[config.mk]
export PLATFORM = sky130hd
export DESIGN_NAME = modulo_mux35_1_scanner
export DESIGN_NICKNAME = d
export VERILOG_FILES = /design/src/rtl/modulo_mux35_1_scanner_pkg.sv /design/src/rtl/modulo_sync2.sv /design/src/rtl/modulo_mux35_1_scanner.sv
export SDC_FILE = /design/constraint.sdc
export NUM_CORES = 1
export LEC_CHECK = 0
export CAP_MARGIN = 20
export CORE_UTILIZATION = 25
export CTS_BUF_LIST = sky130_fd_sc_hd__clkbuf_2
export CTS_CLUSTER_DIAMETER = 150
export DETAILED_ROUTE_END_ITERATION = 6
export PLACE_DENSITY = 0.41
export SLEW_MARGIN = 20
export SYNTH_ARGS = -nofsm -noshare
export SYNTH_HDL_FRONTEND = slang
export SYNTH_HIERARCHICAL = 1
export SYNTH_SLANG_ARGS = --single-unit
[constraint.sdc]
create_clock -name clk -period 9 [get_ports clk]
set_input_delay 1.8 -clock clk [delete_from_list [all_inputs] [get_ports clk]]
set_output_delay 1.8 -clock clk [all_outputs]
set_load 0.005 [all_outputs]
[src/rtl/modulo_mux35_1_scanner_pkg.sv]
// Shared constants and state encoding for the 35:1 line scanner.
// The 1:35 demux side imports the same index map.
package modulo_mux35_1_scanner_pkg;

  localparam int N_LINES = 35;
  localparam int SEL_W = 6;
  localparam logic [SEL_W-1:0] LAST_SEL = SEL_W'(N_LINES - 1);

  typedef enum logic [1:0] {
    IDLE = 2'b00,
    SCAN = 2'b01,
    EMIT = 2'b10
  } state_t;

  // Select k addresses line bit N_LINES-1-k.
  function automatic logic [SEL_W-1:0] line_of(
    input logic [SEL_W-1:0] sel
  );
    return LAST_SEL - sel;
  endfunction

endpackage

[src/rtl/modulo_sync2.sv]
// Parameterized-width two-flop synchronizer.
// Both stages clear on reset.
module modulo_sync2
  import modulo_mux35_1_scanner_pkg::*;
#(
  parameter int W = N_LINES
) (
  input  logic         clk,
  input  logic         rst,
  input  logic [W-1:0] d,
  output logic [W-1:0] q
);

  logic [W-1:0] meta;

  always_ff @(posedge clk or posedge rst) begin
    if (rst) begin
      meta <= '0;
      q    <= '0;
    end else begin
      meta <= d;
      q    <= meta;
    end
  end

endmodule

[src/rtl/modulo_mux35_1_scanner.sv]
// Sequential 35:1 line scanner emitting one valid/ready event per
// level change, in scan order.
module modulo_mux35_1_scanner #(
  parameter int N_LINES = modulo_mux35_1_scanner_pkg::N_LINES,
  parameter int SEL_W   = modulo_mux35_1_scanner_pkg::SEL_W
) (
  input  logic               clk,
  input  logic               rst,
  input  logic [N_LINES-1:0] in_lines,
  input  logic               enable,
  output logic [SEL_W-1:0]   scan_sel,
  output logic               evt_valid,
  input  logic               evt_ready,
  output logic [SEL_W-1:0]   evt_sel,
  output logic               evt_level,
  output logic               frame_done
);

  import modulo_mux35_1_scanner_pkg::*;

  localparam logic [SEL_W-1:0] SEL_END = SEL_W'(N_LINES - 1);

  state_t             state;
  logic [N_LINES-1:0] in_sync;
  logic [N_LINES-1:0] prev;
  logic [SEL_W-1:0]   idx;
  logic [SEL_W-1:0]   sel_next;
  logic               cur;
  logic               wrap;
  logic               bad_sel;

  modulo_sync2 #(
    .W (N_LINES)
  ) u_sync (
    .clk (clk),
    .rst (rst),
    .d   (in_lines),
    .q   (in_sync)
  );

  always_comb begin
    idx      = SEL_END - scan_sel;
    cur      = in_sync[idx];
    wrap     = (scan_sel == SEL_END);
    sel_next = wrap ? '0 : scan_sel + SEL_W'(1);
    bad_sel  = (scan_sel > SEL_END);
  end

  always_ff @(posedge clk or posedge rst) begin
    if (rst) begin
      state      <= IDLE;
      scan_sel   <= '0;
      prev       <= '0;
      evt_valid  <= 1'b0;
      evt_sel    <= '0;
      evt_level  <= 1'b0;
      frame_done <= 1'b0;
    end else begin
      frame_done <= 1'b0;
      unique case (state)
        IDLE: begin
          scan_sel <= '0;
          if (enable) state <= SCAN;
        end
        SCAN: begin
          if (bad_sel) begin
            state    <= IDLE;
            scan_sel <= '0;
          end else if (cur != prev[idx]) begin
            prev[idx] <= cur;
            evt_sel   <= scan_sel;
            evt_level <= cur;
            evt_valid <= 1'b1;
            state     <= EMIT;
          end else begin
            frame_done <= wrap;
            scan_sel   <= enable ? sel_next : '0;
            state      <= enable ? SCAN : IDLE;
          end
        end
        EMIT: begin
          if (bad_sel) begin
            state     <= IDLE;
            scan_sel  <= '0;
            evt_valid <= 1'b0;
          end else if (evt_ready) begin
            // enable is only honoured once the event is delivered
            evt_valid  <= 1'b0;
            frame_done <= wrap;
            scan_sel   <= enable ? sel_next : '0;
            state      <= enable ? SCAN : IDLE;
          end
        end
        default: begin
          state     <= IDLE;
          scan_sel  <= '0;
          evt_valid <= 1'b0;
        end
      endcase
    end
  end

endmodule

Yosys cells after proc, flatten, opt, wreduce, memory -nomap -nowiden
Index checks and enable logic that the tools add are counted.
{"block": "word_totals", "reg_bits": 122, "in_bits": 39, "word_cells": 62}
{"block": "classes", "addsub": 2, "order_cmp": 3, "eq_ne": 9, "n_mux": 31, "bitwise_logic": 2, "n_reduce_logical": 6}
{"op": "two-way mux 6 bit", "count": 6}
{"op": "bitwise mux 35 bit", "count": 1}
{"op": "binary-select mux 1 bit (select 6 bit)", "count": 2}
{"op": "two-way mux 1 bit", "count": 12}
{"op": "case mux 6 bit (2 select lines)", "count": 1}
{"op": "two-way mux 2 bit", "count": 5}
{"op": "less-than comparator 6 x 7 -> 1 bit (second input constant)", "count": 1}
{"op": "adder 6 x 1 -> 6 bit (second input constant)", "count": 1}
{"op": "demux 1 bit (select 6 bit)", "count": 1}
{"op": "equality test 6 bit (second input constant)", "count": 1}
{"op": ">= comparator 6 x 1 -> 1 bit (second input constant)", "count": 1}
{"op": "> comparator 6 bit (second input constant)", "count": 1}
{"op": "inequality test 2 bit (second input constant)", "count": 3}
{"op": "inequality test 3 bit (second input constant)", "count": 2}
{"op": "case mux 2 bit (3 select lines)", "count": 1}
{"op": "subtractor 6 bit (first input constant)", "count": 1}
{"op": "AND reduction 2 bit", "count": 2}
{"op": "AND reduction 4 bit", "count": 1}
{"op": "case mux 1 bit (3 select lines)", "count": 1}
{"op": "AND reduction 3 bit", "count": 1}
{"op": "equality test 2 x 1 -> 1 bit (second input constant)", "count": 1}
{"op": "equality test 2 bit (second input constant)", "count": 1}
{"op": "logical NOT 2 bit", "count": 1}
{"op": "NOT 1 bit", "count": 2}
{"op": "other kinds (3)", "count": 3}

Depth between registers and ports, before layout
{"block": "depth", "depth_word": 7, "depth_mapped": 16}

By module
The synthesis kept the hierarchy.
{"mod": "modulo_mux35_1_scanner", "n_inst": 1, "cells_each": 334, "area_each_um2": 3387.0, "seq_area_each_um2": 1301.2}
{"mod": "modulo_sync2", "n_inst": 1, "cells_each": 71, "area_each_um2": 1755.4, "seq_area_each_um2": 1751.7}

Worst setup path before layout
Ideal clock, no wire load.
{"block": "synth_timing", "path_type": "register to register", "startpoint": "reg scan_sel[0]", "endpoint": "reg prev[14]", "setup_time_ns": 0.125, "arrival_ns": 3.470, "path_slack_ns": 5.405, "stages_incl_launch_ff": 14, "n_path_buf": 3, "period_less_slack_ns": 3.595, "path_cell_list": "dfrtp_1 > clkinv_1 > ha_1 > clkbuf_1 > buf_2 > mux4_2 > mux2i_1 > o21ai_0 > o32a_2 > xor2_2 > nand3_2 > buf_2 > nor3_1 > mux2_2"}
{"block": "synth_via", "elab_chain_len": 6}
{"item": "from (decl)", "line": "modulo_mux35_1_scanner.sv:11", "source": "output logic [SEL_W-1:0] scan_sel,"}
{"item": "from (signal assigned)", "line": "modulo_mux35_1_scanner.sv:77", "source": "scan_sel <= enable ? sel_next : '0;"}
{"item": "from (signal assigned)", "line": "modulo_mux35_1_scanner.sv:90", "source": "scan_sel <= enable ? sel_next : '0;"}
{"item": "subtractor 6 bit", "line": "modulo_mux35_1_scanner.sv:42", "source": "idx = SEL_END - scan_sel;"}
{"item": "less-than comparator 6 x 7 -> 1 bit (implied by the code) / >= comparator 6 x 1 -> 1 bit (equally long branches)", "line": "modulo_mux35_1_scanner.sv:70", "source": "prev[idx] <= cur;"}
{"item": "logical AND 1 bit (implied by the code)", "line": "modulo_mux35_1_scanner.sv:70"}
{"item": "two-way mux 1 bit (implied by the code)", "line": "modulo_mux35_1_scanner.sv:70"}
{"item": "demux 1 bit (select 6 bit)", "line": "modulo_mux35_1_scanner.sv:70"}
{"item": "bitwise mux 35 bit", "line": "modulo_mux35_1_scanner.sv:70"}
{"item": "to (signal, indexed assignment)", "line": "modulo_mux35_1_scanner.sv:70"}
{"item": "to (decl)", "line": "modulo_mux35_1_scanner.sv:25", "source": "logic [N_LINES-1:0] prev;"}
Parallel ways exist; a longest one is shown, timed or not. The select of a mux whose other input is x is not followed.
A chain may end at the register's enable or synchronous reset.

Final worst setup path
{"block": "layout_timing", "startpoint": "reg scan_sel[0]", "endpoint": "reg prev[8]"}
The elaborated chain is that of the path after synthesis.

==> results list <==
* Area of the mapped netlist: a little over 5000 µm²
- Clock-pin slew was measured on the worst setup and hold paths at around 0.23 ns.
- Initial DRC Count: between 100 and 150
- Total track usage: a little under an eighth
- The via count of the first global-routing pass was 3,614.
- Fin Clk Skew: 0.0562 ns
- Worst-Skew Late Latency: 0.69 ns
- The die covers roughly 21,000 µm².
- Height of the die: 145 µm
- The tool flagged a number of max-cap violations equal to 0.
- Setup violations remaining at the end of the flow were counted as 0.
- Share of synthesized area spent on multiplexers: roughly 14%
- Of the total synthesized cell area, the portion taken by full adders, half adders and majority gates is 1.46%.
- At the pin with the least slew margin, the transition time is 0.837 ns.
* Highest achievable clock rate: 0.197 GHz
- Result of the run: finished, final reports clean
* Signed area change from the synthesized netlist to the final layout: 19.2%
- Number of buffers created by CTS: 17
- Avg Vias per Cell: 4.50
- Via count of the routed design: 3,323
- Worst Hold Margin: 0.338 ns
- Sinks on Clock Net: 122
- In this run the clock root is driven by a sky130_fd_sc_hd__clkbuf_2.
- The library cells used most frequently in the layout, excluding fill and tap cells, are 122 x sky130_fd_sc_hd__dfrtp_1, 53 x sky130_fd_sc_hd__clkdlybuf4s50_1, 29 x sky130_fd_sc_hd__nand2_1, 27 x sky130_fd_sc_hd__mux2_1, 23 x sky130_fd_sc_hd__nand4_1.
- The library cell used most frequently in the layout, excluding fill and tap cells, is sky130_fd_sc_hd__dfrtp_1.
- Reg-to-reg critical path endpoint: prev[8]$_DFFE_PP0P_
- Counting flops with an async set or reset pin after synthesis yields a share of 100%.
- The floorplan has 52 rows.
- Number of H-tree levels: 4
- Top-level I/O count: 54
* Number of buffers inserted by hold repair at cts: 0
* Minimum clock period after layout: a little over 5 ns
* Final setup TNS: 0 ns
- The total overflow left after global routing is 0.
* Unrepaired setup endpoints after global routing: no
- Summing the sequential cell areas from Yosys gives roughly three fifths of the chip area.
- Critical path peak fanout: 43
- Post-CTS repair changed the size of 0 cells.
- The detail route stage leaves a number of antenna-violating nets equal to 0.
- In this run, distinct cell masters in the synthesized netlist total 53.
- The worst setup path is captured at a flip-flop.
- Leak Pwr: approximately 2.6 nW
- Worst slew margin relative to its limit: 44.0%
- Global-route wire length before repair: approximately 20,000 µm
* Post-synthesis register bit count: 122
- The first detailed-routing pass took 4 iterations.
* Total wire length after detailed routing: 11,500 µm
* CTS tree: yes
- CTS Buffer Depth: 2
- Post-Syn Area per Cell: 12.7 µm²
* Fin. max-slew vios: 0
- Yosys printed 6 warnings.
- Counting flops with a built-in enable in the synthesized netlist gives 0.
* Nature of the critical path startpoint: flip-flop
* Number of cells traversed by the worst register-to-register path: 13
- DIE WIDTH: roughly 150 µm
* Worst min path class: reg2reg
* Worst EP arrival: 5.61 ns
- The initial utilization of the core area, before any placement, comes to 25.5%.
- Post-CTS timing repair inserted 0 buffers for setup.
* Fraction of the mapped netlist area in compound gates: between 6 and 7%
- Period Utilization, post-route: approximately 56%
* Std-Cell Core Area: around 20,000 µm²
- Remaining design rule violation count: 0
* Routability congestion estimate from global placement: slightly above 0.8
- Largest family of logic cells by synthesized area: multiplexers
- Entering global routing, the biggest net connects 71 pins.
- The final layout contains 501 nets.
- Power density over cell area: 225 nW/µm²
- Most used flip-flop cell after synthesis: sky130_fd_sc_hd__dfrtp_1
- Final hold violation count: 0
- The worst-case IR drop observed on VDD is ~94 µV.
- Of the cells placed in the final design, the portion with a size suffix greater than 1 is between 10% and 20%.
* Nets in the synthesized netlist: 450
- Basic-gate share of the synthesized area counting and, or, nand and nor cells: 13.0%
- By startpoint and endpoint, the worst setup path is classified as reg2reg.
- For the worst setup path, the data required time is roughly 9.5 ns.
- After detailed routing, the average wire length per cell comes to approximately 16 µm.
- Synthesis handed over a netlist of 405 instances.
* Total inserted antenna cells: 0
* Register-to-register setup slack: around 3.9 ns
* XOR/XNOR Fraction of Synth Area: 1.80%
- The initial antenna violation count came to 0.
* Hold Crit Start: u_sync/meta[12]$_DFF_PP0_
- Number of I/O port buffers: 53
* Sum of net half-perimeters after detailed placement: 7530 µm
- CP startpoint: scan_sel[0]$_DFFE_PP0P_
- Worst setup endpoint: prev[8]$_DFFE_PP0P_
- Reg-to-reg critical path startpoint: scan_sel[0]$_DFFE_PP0P_
==> flip-flops by register name, summed over array words and instances (netlist names) <==
signal,flops
evt_level,1
evt_sel,6
evt_valid,1
frame_done,1
prev,35
scan_sel,6
state,2
u_sync/meta,35
u_sync/q,35
==> how the worst min path moves through the flow <==
stage,end,slack (ns),depth (start not counted)
after floorplan,u_sync/q[0]$_DFF_PP0_,0.33,0
after global placement,u_sync/q[0]$_DFF_PP0_,0.34,0
after detailed placement,u_sync/q[23]$_DFF_PP0_,0.33,0
after CTS,u_sync/q[12]$_DFF_PP0_,0.35,0
after global routing,u_sync/q[12]$_DFF_PP0_,0.36,0
final,u_sync/q[12]$_DFF_PP0_,0.34,0
==> worst max-delay path, cell delays in order (launching register included) <==
cell and delay, ns:
sky130_fd_sc_hd__dfrtp_1 0.36, sky130_fd_sc_hd__buf_4 0.45, sky130_fd_sc_hd__clkinv_1 0.36, sky130_fd_sc_hd__ha_1 0.38, sky130_fd_sc_hd__buf_4 0.37, sky130_fd_sc_hd__mux4_2 0.55
sky130_fd_sc_hd__mux2i_1 0.15, sky130_fd_sc_hd__a221oi_1 0.10, sky130_fd_sc_hd__a311o_1 0.33, sky130_fd_sc_hd__buf_4 0.26, sky130_fd_sc_hd__xor2_2 0.28, sky130_fd_sc_hd__nand3_2 0.49
sky130_fd_sc_hd__nor4_1 0.45, sky130_fd_sc_hd__mux2_2 0.37
==> where the power goes <==
group	switching [mW]	internal, mW
combinational	0.287	0.163
sequential	0.0230	0.587
clock	0.216	0.103
==> logic make-up (layout without fill, tap and decap cells) <==
logic type,Yosys count,count (layout)
DFF,122,122
AOI/OAI and AO/OA,46,46
buffers and inverters,39,102
muxes,57,57
adders and majority gates,6,6
xor gates and xnor gates,8,8
and+or+nand+nor,127,127
==> final cells by class <==
class | instances | area (µm²)
fillers | 2097 | 14000
flip-flops and latches | 122 | 3050
multi-input cells | 244 | 1900
repair buffers | 62 | 598
well taps | 270 | 338
clock inverters | 13 | 120
clock buffers | 18 | 90.1
inverters | 9 | 33.8
==> Yosys cell counts, types with 9 or more instances <==
master | n | area, µm²
sky130_fd_sc_hd__dfrtp_1 | 122 | 3050
sky130_fd_sc_hd__nand2_1 | 29 | 109
sky130_fd_sc_hd__mux2_1 | 27 | 304
sky130_fd_sc_hd__nand4_1 | 23 | 144
sky130_fd_sc_hd__o21ai_0 | 19 | 95.1
sky130_fd_sc_hd__nor3_1 | 17 | 85.1
sky130_fd_sc_hd__nor2_1 | 15 | 56.3
sky130_fd_sc_hd__nand3_1 | 14 | 70.1
sky130_fd_sc_hd__mux2i_1 | 13 | 130
sky130_fd_sc_hd__clkbuf_1 | 11 | 41.3
sky130_fd_sc_hd__mux4_2 | 9 | 203
sky130_fd_sc_hd__nor4_1 | 9 | 56.3
==> routing by layer <==
metal	vias to the layer above	track usage (%)	wire (µm)
li1	1566	-	-
met1	1653	15.8	5380
met2	92	18.6	5440
met3	12	3.57	536
met4	0	4.47	183
met5	-	0	0
==> stage by stage <==
| stage | instances | utilization [%] | cell area (µm²) | power, mW | setup slack, ns |
|---|---|---|---|---|---|
| after floorplan | 405 | - | 5140 | 0.953 | 5.40 |
| after global placement | 707 | 29.3 | 5920 | 1.08 | 4.02 |
| after detailed placement | 707 | 29.3 | 5920 | 1.08 | 3.91 |
| after CTS | 738 | 30.4 | 6130 | 1.41 | 3.88 |
| after global routing | 738 | 30.4 | 6130 | 1.49 | 3.47 |
| final | 738 | 30.4 | 6130 | 1.38 | 3.94 |
(Power assumes the default switching activity.)
